[config.mk]
export PLATFORM = sky130hd
export DESIGN_NAME = bus_arbiter
export DESIGN_NICKNAME = d
export VERILOG_FILES = /design/src/rtl/bus_arbiter_pkg.sv /design/src/rtl/bus_arbiter_rr_priority.sv /design/src/rtl/bus_arbiter.sv
export SDC_FILE = /design/constraint.sdc
export NUM_CORES = 1
export LEC_CHECK = 0
export ABC_CLOCK_PERIOD_IN_PS = 1650
export CORE_AREA = 4 4 117 119
export DETAILED_ROUTE_END_ITERATION = 10
export DIE_AREA = 0 0 121 123
export GPL_TIMING_DRIVEN = 1
export PLACE_DENSITY = 0.71
export RECOVER_POWER = 100
export SLEW_MARGIN = 15
export SYNTH_ARGS = -nofsm -noshare
export SYNTH_HDL_FRONTEND = slang
export SYNTH_SLANG_ARGS = --single-unit
[constraint.sdc]
create_clock -name clk -period 1.65 [get_ports clk]
set_clock_uncertainty 0.1 [all_clocks]
set_input_delay 0.2475 -clock clk [delete_from_list [all_inputs] [get_ports clk]]
set_output_delay 0.2475 -clock clk [all_outputs]
set_load 0.01 [all_outputs]
[src/rtl/bus_arbiter_pkg.sv]
// Shared definitions for the round-robin slave-bus arbiter: bus widths and FSM encoding.
package bus_arbiter_pkg;

    localparam int ADDR_W = 32;
    localparam int DATA_W = 32;
    localparam int SEL_W  = 4;

    typedef enum logic {
        ST_IDLE = 1'b0,
        ST_BUSY = 1'b1
    } arb_state_e;

endpackage

[src/rtl/bus_arbiter_rr_priority.sv]
// Combinational round-robin picker: first requester at or after ptr, wrapping modulo NMASTERS.
module rr_priority
    import bus_arbiter_pkg::*;
#(
    parameter  int NMASTERS = 2,
    localparam int IDX_W    = $clog2(NMASTERS)
) (
    input  logic [NMASTERS-1:0] req,
    input  logic [IDX_W-1:0]    ptr,
    output logic [IDX_W-1:0]    winner,
    output logic                any_req
);

    localparam logic [IDX_W-1:0] LAST_IDX = IDX_W'(NMASTERS - 1);

    logic [IDX_W-1:0] idx;
    logic             found;

    always_comb begin
        winner  = '0;
        any_req = |req;
        found   = 1'b0;
        idx     = ptr;
        for (int k = 0; k < NMASTERS; k++) begin
            if (!found && req[idx]) begin
                winner = idx;
                found  = 1'b1;
            end
            idx = (idx == LAST_IDX) ? '0 : idx + 1'b1;
        end
    end

endmodule

[src/rtl/bus_arbiter.sv]
// Round-robin arbiter sharing the single-master slave bus between NMASTERS requesters,
// holding each grant until the slave (or the watchdog) completes the transaction.
module bus_arbiter
    import bus_arbiter_pkg::*;
#(
    parameter int NMASTERS = 2,
    parameter int TIMEOUT  = 255
) (
    input  logic                       clk,
    input  logic                       rst,
    input  logic [ADDR_W*NMASTERS-1:0] master_address,
    input  logic [DATA_W*NMASTERS-1:0] master_wdata,
    input  logic [SEL_W*NMASTERS-1:0]  master_wsel,
    input  logic [NMASTERS-1:0]        master_valid,
    output logic [DATA_W*NMASTERS-1:0] master_rdata,
    output logic [NMASTERS-1:0]        master_ready,
    output logic [NMASTERS-1:0]        master_error,
    output logic [ADDR_W-1:0]          slave_address,
    output logic [DATA_W-1:0]          slave_wdata,
    output logic [SEL_W-1:0]           slave_wsel,
    output logic                       slave_valid,
    input  logic [DATA_W-1:0]          slave_rdata,
    input  logic                       slave_ready,
    input  logic                       slave_error
);

    localparam int IDX_W = $clog2(NMASTERS);
    localparam int CNT_W = (TIMEOUT > 0) ? $clog2(TIMEOUT + 1) : 1;
    localparam logic [IDX_W-1:0] LAST_IDX = IDX_W'(NMASTERS - 1);
    localparam logic [CNT_W-1:0] TO_LAST  = (TIMEOUT > 0) ? CNT_W'(TIMEOUT - 1) : '0;

    arb_state_e       state_q, state_d;
    logic [IDX_W-1:0] grant_q, grant_d;
    logic [IDX_W-1:0] ptr_q, ptr_d;
    logic [CNT_W-1:0] cnt_q, cnt_d;

    logic [IDX_W-1:0] winner;
    logic             any_req;
    logic             busy;
    logic             gnt_valid;
    logic             live;
    logic             timeout_hit;
    logic             resp_rdy;
    logic             resp_err;

    rr_priority #(
        .NMASTERS(NMASTERS)
    ) u_rr_priority (
        .req    (master_valid),
        .ptr    (ptr_q),
        .winner (winner),
        .any_req(any_req)
    );

    assign busy        = (state_q == ST_BUSY);
    assign gnt_valid   = master_valid[grant_q];
    assign live        = busy && gnt_valid;
    assign timeout_hit = (TIMEOUT != 0) && (cnt_q == TO_LAST);

    // Error beats ready, and a slave response beats a coincident timeout.
    assign resp_err = live && (slave_error || (timeout_hit && !slave_ready));
    assign resp_rdy = live && slave_ready && !slave_error;

    assign slave_valid   = live;
    assign slave_address = master_address[int'(grant_q)*ADDR_W +: ADDR_W];
    assign slave_wdata   = master_wdata[int'(grant_q)*DATA_W +: DATA_W];
    assign slave_wsel    = busy ? master_wsel[int'(grant_q)*SEL_W +: SEL_W] : '0;
    assign master_rdata  = {NMASTERS{slave_rdata}};

    always_comb begin
        master_ready          = '0;
        master_error          = '0;
        master_ready[grant_q] = resp_rdy;
        master_error[grant_q] = resp_err;
    end

    always_comb begin
        state_d = state_q;
        grant_d = grant_q;
        ptr_d   = ptr_q;
        cnt_d   = cnt_q;
        if (state_q == ST_IDLE) begin
            cnt_d = '0;
            if (any_req) begin
                grant_d = winner;
                state_d = ST_BUSY;
            end
        end else begin
            if (!gnt_valid) begin
                // Master abandoned its request: fall back without touching priority.
                state_d = ST_IDLE;
                cnt_d   = '0;
            end else if (resp_rdy || resp_err) begin
                state_d = ST_IDLE;
                cnt_d   = '0;
                ptr_d   = (grant_q == LAST_IDX) ? '0 : grant_q + 1'b1;
            end else begin
                cnt_d = cnt_q + 1'b1;
            end
        end
    end

    always_ff @(posedge clk or posedge rst) begin
        if (rst) begin
            state_q <= ST_IDLE;
            grant_q <= '0;
            ptr_q   <= '0;
            cnt_q   <= '0;
        end else begin
            state_q <= state_d;
            grant_q <= grant_d;
            ptr_q   <= ptr_d;
            cnt_q   <= cnt_d;
        end
    end

endmodule

---- Yosys cells after proc, flatten, opt, wreduce, memory -nomap -nowiden ----
Index checks and enable logic that the tools add are counted.
storage, ports and cells
  bits in registers ....................... 11
  latch bits .............................. 0
  bits in writable memories ............... 0
  ROM bits ................................ 0
  input bits .............................. 174
  output and inout port bits .............. 137
  word-level logic and storage cells ...... 54
  memories ................................ 0
operators by class
  add/subtract/negate cells ............... 3
  multiply operators ...................... 0
  div/mod/pow operators ................... 0
  order comparisons ....................... 4
  eq/ne operators ......................... 1
  shift operators ......................... 3
  multiplexer cells ....................... 21
  bitwise logic cells ..................... 3
  reductions and logical operators ........ 15
operators with widths
  cell                                                      number
  variable part select 64 x 7 -> 32 bit                     2
  two-way mux 8 bit                                         3
  two-way mux 1 bit                                         16
  adder 8 x 1 -> 8 bit, second input constant               1
  equality test 8 bit, second input constant                1
  variable part select 8 x 4 -> 4 bit                       1
  logical AND 1 bit                                         7
  < comparator 1 x 2 -> 1 bit, second input constant        3
  bitwise AND 2 bit                                         2
  two-way mux 4 bit                                         1
  logical NOT 1 bit                                         3
  AND reduction 3 bit                                       1
  adder 1 bit, second input constant                        2
  logical OR 1 bit                                          2
  AND reduction 2 bit                                       1
  OR reduction 2 bit                                        1
  demux 1 bit (select 1 bit)                                1
  greater-or-equal comparator 1 bit, second input constant  1
  inverter 1 bit                                            1

---- Longest topological paths before layout ----
Gate-level depths: netlist (run 1).
  depth in word-level cells ............... 9
  mapped depth ............................ 7

---- By module ----
Synthesis (run 1) repeated with hierarchy kept, for this count alone.
unflattened totals
  cells, all modules ...................... 204
  area, all modules ....................... 1874.3 um2
modules (own cells, without submodules)
  module       times used  cells an instance  area each (um2)  sequential area each (um2)
  bus_arbiter  1           201                1856.8           275.3
  rr_priority  1           3                  17.5             0.0

---- Least setup slack after synthesis (run 1) ----
No wires, ideal clock.
  path type ............................... flip-flop to output port
  start point ............................. reg grant_q
  end point ............................... out master_ready[0]
  arrival ................................. 1.261 ns
  required time ........................... 1.302 ns
  path slack .............................. 0.042 ns
  stages on the path, launching flop included .. 4
  cell sequence ........................... dfrtp_1 -> clkbuf_1 -> buf_2 -> nor4b_1
between the ends
  longest elaborated chain between the ends .. 6
  elaborated cells on any way between the ends .. 11
RTL lines
  item                                                                 line                RTL
  start: declaration                                                   bus_arbiter.sv:33   logic [IDX_W-1:0] grant_q, grant_d;
  start signal: assignment                                             bus_arbiter.sv:111  grant_q <= grant_d;
  branches (longest 5 deep; another with < comparator 1 x 2 -> 1 bit)  -
  bitwise AND 2 bit (no line) *                                        -
  end: declaration                                                     bus_arbiter.sv:16   output logic [NMASTERS-1:0] master_ready,
Every way passes the cells marked *. The select of a mux whose other input is x is not followed.

---- Worst setup path in the final report (run 1) ----
  start point ............................. reg grant_q
  end point ............................... out slave_wdata[9]
between the ends
  longest elaborated chain between the ends .. 1
RTL lines
  item                                   line               RTL
  variable part select 64 x 7 -> 32 bit  bus_arbiter.sv:66  assign slave_wdata = master_wdata[int'(grant_q)*DATA_W +: DATA_W];
  end: declaration                       bus_arbiter.sv:19  output logic [DATA_W-1:0] slave_wdata,
Every way passes these cells.

==> flow_summary.toml, run 1 <==
[min_path]
hp-class = "input pin to async pin"

[placement]
placed_cells = 541
io_buffers = 214
gp_congestion = 0.830
hpwl_mm = 9.09

[floorplanning]
num_io_pins = 311
num_rows = 41
die_height_um = 123
die_w_um = 121
die_area_mm2 = 0.0149
start_util_pct = 14.8
fp.coreArea_mm2 = 0.0126

[synthesis]
synth_edf_count = 0
yosys.area.top_type = "mux2_2"
syn_avg_cell_area_um2 = 9.17
syn_inst = 203
yosysWarnings = 0
yosys.area.top_type_share_pct = 39.3
yosysUniqueCellTypes = 29
ys.flop_type = "dfrtp_1"
postSynthRegisterBits = 11
syn_area_mm2 = 0.00186
syn_nets = 379
yosysSeqAreaShare_pct = 14.8
synthTopCellsByArea = "mux2_2, buf_4, dfrtp_1, nor2_1, mux2i_1"
async_flop_share_pct = 100

[sta]
setup_violations = 80
fmax_ghz = 0.526
finalWorstSetupSlack_ns = -0.252
tns_ns = -11.96
hold_viol_final = 0
worst_slew_pin_slew_ns = 0.437
worst_hold_slack_ns = 0.354
rsz0062_at_grt = "yes"
slew_violations = 0
relSlewSlack_pct = 70.8
fin_crit_ns = 1.90
period_share_pct = 115

[worst_setup_path]
worst_ep_arrival_time_ns = 1.55
criticalPathCategory = "register to primary output"
critPathMaxStageDelay_ns = 0.46
reg2reg_to = "cnt_q[6]"
path_buf_inv = 4
worstPathMaxFanout = 6
rr_startpoint = "cnt_q[0]"
rr_worst_depth = 7
worstSetupEndpointType = "primary output"
r2r_slack_ns = -0.14
cp.required_ns = 1.30
critPathCapture = "slave_wdata[9]"
slowest_stage = "dfrtp_2"
worstPathCellList = "buf_12, buf_8, buf_6, mux2_4, buf_6"
cp_common_cell = "buf_6"
cp.depth = 5
startpoint = "grant_q"
cp_top_family = "buffers and inverters"
startpoint_type = "register"

[clock_tree]
tritoncts = "done"
cts.clk_slew.worst_paths_ns = 0.04
cts_inserted_buffers = 3
clockBufferDepth = 2
clk-insertion-delay-late_ns = 0.24
cts_sinks = 11
cts_max_level = 1
cts-root-buf = "clkbuf_16"

[final_layout]
utilization_pct = 36.7
fin_cells = 561
n_antenna_cell = 0
final_common_cell = "clkdlybuf4s50_1"
final_nets = 566
drive_gt1_share_pct = 52.7
synthToLayoutAreaGrowth_pct = 148
layout_common_cells = "clkdlybuf4s50_1, buf_6, mux2_4, buf_4, buf_2"

[global_routing]
grt.total_usage_pct = 13.1
antenna_found_initial = 0
overflow = 0
grt_pass1_vias = 2371
grt_max_degree = 12
grt_pass1_wl_mm = 14.8

[pwr]
p_leak_nw = 2.07
ir_worst_vdd_mv = 0.769
powerDensity_mw_per_mm2 = 984
total_power_w = 0.00454

[detailed_routing]
detail_route.wirelength_mm = 11.5
drcViolationCount = 0
initialDrtViolationCount = 93
detail_route.wl_per_cell_um = 20.5
vias_per_cell = 3.96
ant_nets = 0
firstDrtPassIters = 4
vias = 2222

[run]
drv_cap = 0

[run_status]
status = "finished with violations"
violations = "setup timing"
## synthesized netlist by cell type, drive strengths merged (2+ instances only)
cell,count
dfrtp,11
buf,71
mux2i,5
xnor2,2
a21oi,2
mux2,65
clkbuf,2
ha,2
nand3,3
nor3,2
inv,5
nand2,3
xor2,3
nor2,15
## worst reg2reg max path: stages (launching register included)
cell and delay, ns:
dfrtp_1 0.34, inv_1 0.05, ha_2 0.17, nand4b_1 0.13, nor2_2 0.07, buf_4 0.15
or4_4 0.59, nor2_1 0.12
## through the flow
step	instance area (µm²)	setup WS [ns]
6_report	4610	-0.252
5_1_grt	4610	-0.351
4_1_cts	4380	-0.265
3_5_place_dp	3910	-0.589
3_3_place_gp	3910	-0.576
2_1_floorplan	1860	0.0418
## sequential cells by signal, indices dropped and copies added, names as in the netlist
| name | count |
|---|---|
| cnt_q | 8 |
| busy | 1 |
| grant_q | 1 |
| ptr_q | 1 |
## repair_timing
action	in CTS	in global routing
endpoints found under the setup margin	82	82
hold endpoints to repair	0	0
cloned	3	0
pin swaps	13	6
gates resized for setup	388	97
hold buffers	0	0
setup buffers	14	2
## worst min-delay path by stage
stage	slack, ns	to	from	cells past startpoint
after detailed placement	0.40	master_rdata[18]	slave_rdata[18]	0
after floorplan	-0.00006	busy	rst	1
after global placement	0.39	busy	busy	1
after CTS	0.23	cnt_q[3]	rst	2
final	0.35	cnt_q[3]	rst	2
after global routing	0.40	cnt_q[3]	rst	2
## kinds of logic after synthesis
group | after synthesis | synth area share, %
buf+inv | 78 | 29.1
mux | 70 | 42.0
simple gates | 31 | 8.41
flops | 11 | 14.8
compound gates | 6 | 1.95
xor+xnor | 5 | 2.35
fa+ha+maj | 2 | 1.34
## report_power, final
part | internal, W | total, W | switching, W
clock | 0.000324 | 0.000438 | 0.000114
combinational | 0.00236 | 0.00375 | 0.00139
sequential | 0.000302 | 0.000349 | 0.0000471
## per-layer routing
metal  global-route usage [%]  wire (µm)
met5                        0          0
met4                     1.70        163
met3                     3.84       1080
met2                     24.0       6080
met1                     15.5       4200
## layout make-up
class	instances	area, µm²
repair buffers	255	2630
fillers	1243	7950
flip-flops and latches	11	277
inverters	5	21.3
clock buffers	4	78.8
well taps	172	215
multi-input cells	114	1400
No activity file was read; power rests on OpenSTA's default activity.
==> run 2: changes to the inputs <==
--- a/config.mk
+++ b/config.mk
@@ -5,10 +5,9 @@
 export SDC_FILE = /design/constraint.sdc
 export NUM_CORES = 1
 export LEC_CHECK = 0
-export ABC_CLOCK_PERIOD_IN_PS = 1650
-export CORE_AREA = 4 4 117 119
+export CORE_AREA = 5 5 118 120
 export DETAILED_ROUTE_END_ITERATION = 10
-export DIE_AREA = 0 0 121 123
+export DIE_AREA = 0 0 123 125
 export GPL_TIMING_DRIVEN = 1
 export PLACE_DENSITY = 0.71
 export RECOVER_POWER = 100
==> flow_summary.toml, run 2 (same netlist as run 1, synthesis figures left out) <==
[placement]
hpwl_mm = 7.91
io_buffers = 214
gp_congestion = 0.817
pre_cts_slack_ns = -0.696

[final_layout]
synthToLayoutAreaGrowth_pct = 123
largest_register = "cnt_q"
drive_gt1_share_pct = 48.8
final_common_cell = "clkdlybuf4s50_1"
layout_common_cells = "clkdlybuf4s50_1, mux2_2, buf_6, buf_4, buf_2"
largest_register_ffs = 8
final_nets = 566
n_antenna_cell = 0

[sta]
setup_violations = 80
worst_slew_pin_slew_ns = 0.429
fin_crit_ns = 1.92
slew_violations = 0
rsz0062_at_grt = "yes"
worst_hold_slack_ns = 0.359
relSlewSlack_pct = 71.3
hold_viol_final = 0
finalWorstSetupSlack_ns = -0.267
fmax_ghz = 0.522
period_share_pct = 116

[worst_setup_path]
slowest_stage = "dfrtp_2"
worstPathMaxFanout = 12
criticalPathCategory = "register to primary output"
worstSetupEndpointType = "primary output"
cp.required_ns = 1.30
cp_common_cell = "buf_12"
critPathMaxStageDelay_ns = 0.41
worst_ep_arrival_time_ns = 1.57
worstPathCellList = "buf_12, buf_6, buf_12, mux2_2, buf_2"
startpoint_type = "register"
r2r_slack_ns = -0.10
path_buf_inv = 4
reg2reg_to = "cnt_q[1]"
cp_top_family = "buffers and inverters"
rr_startpoint = "grant_q"
rr_worst_depth = 5

[clock_tree]
clockBufferDepth = 2
tritoncts = "done"
cts.clk_slew.worst_paths_ns = 0.04
cts_max_level = 1
clk-insertion-delay-late_ns = 0.24
cts-root-buf = "clkbuf_16"
cts_inserted_buffers = 3
cts_sinks = 11

[floorplanning]
start_util_pct = 14.5
die_height_um = 125
die_area_mm2 = 0.0154
num_io_pins = 311
num_rows = 42
fp.coreArea_mm2 = 0.0129
die_w_um = 123

[global_routing]
grt.total_usage_pct = 10.8
grt_pass1_wl_mm = 13.0
grt_max_degree = 14
grt_pass1_vias = 2369
antenna_found_initial = 0
overflow = 0

[detailed_routing]
firstDrtPassIters = 4
vias_per_cell = 3.83
ant_nets = 0
initialDrtViolationCount = 32
detail_route.wl_per_cell_um = 17.0
drcViolationCount = 0
detail_route.wirelength_mm = 9.62
vias = 2166

[pwr]
p_leak_nw = 1.78
ir_worst_vdd_mv = 0.528
powerDensity_mw_per_mm2 = 900

[run_status]
violations = "setup timing"
status = "finished with violations"

[min_path]
hp-class = "input pin to async pin"

[run]
drv_cap = 0
run 2: cell types whose count changed in the layout (fill, tap and decap cells not counted), moves of 4 or more:
| cell | previous run | this run |
|---|---|---|
| mux2_2 | 6 | 54 |
| mux2_4 | 59 | 11 |
| buf_6 | 73 | 38 |
| clkbuf_2 | 0 | 16 |
| dlygate4sd2_1 | 0 | 13 |
| buf_2 | 13 | 21 |
| buf_4 | 17 | 22 |
| buf_12 | 7 | 3 |
run 2: worst max-delay path by stage:
stage	startpoint	to	slack, ns	cells past startpoint
final	grant_q	slave_wdata[27]	-0.27	5
after global routing	grant_q	slave_address[14]	-0.31	4
after CTS	grant_q	slave_wdata[4]	-0.31	4
after detailed placement	slave_ready	master_error[1]	-0.70	6
after global placement	slave_ready	master_error[1]	-0.55	6
after floorplan	grant_q	master_ready[0]	0.04	3
run 2: timing repair:
item / CTS / global route
gates resized for setup: 249 / 75
pin swaps: 10 / 6
cloned: 0 / 0
endpoints found under the setup margin: 81 / 83
hold buffers: 0 / 0
setup buffers: 15 / 8
run 2: stage by stage:
| stage | setup TNS [ns] | instance area (µm²) | util [%] | power, W | std cells |
|---|---|---|---|---|---|
| floorplan | 0 | 1860 | - | 0.00163 | 203 |
| global placement | -18.96 | 3930 | 30.5 | 0.00306 | 545 |
| detailed placement | -20.22 | 3930 | 30.5 | 0.00309 | 545 |
| CTS | -15.18 | 4120 | 32.0 | 0.00362 | 564 |
| global route | -15.76 | 4140 | 32.2 | 0.00392 | 565 |
| finish | -11.98 | 4140 | 32.2 | 0.00373 | 565 |
run 2: where the power goes:
group | internal (W) | switching, W
clock network | 0.000322 | 0.000132
logic | 0.00181 | 0.00113
registers | 0.000302 | 0.0000288
total | 0.00244 | 0.00129
run 2: metal layers:
layer  wire length [µm]  vias to the layer above  part of all wire (%)  track usage, %
met1               3290                     1001                    34            11.4
li1                   -                     1005                     -               -
met4                133                        0                   1.4            2.08
met2               5120                      148                    53            20.7
met5                  0                        -                     0               0
met3               1060                       12                    11            3.12
run 2: area by class of cell:
cell class                 count  area, µm²
clock inverter                 1       5.00
multi-input combinational    114       1180
tap                          176        220
inverter                       5       18.8
fill                        1322       8730
clock buffer                   3       75.1
sequential                    11        277
timing repair buffer         255       2370
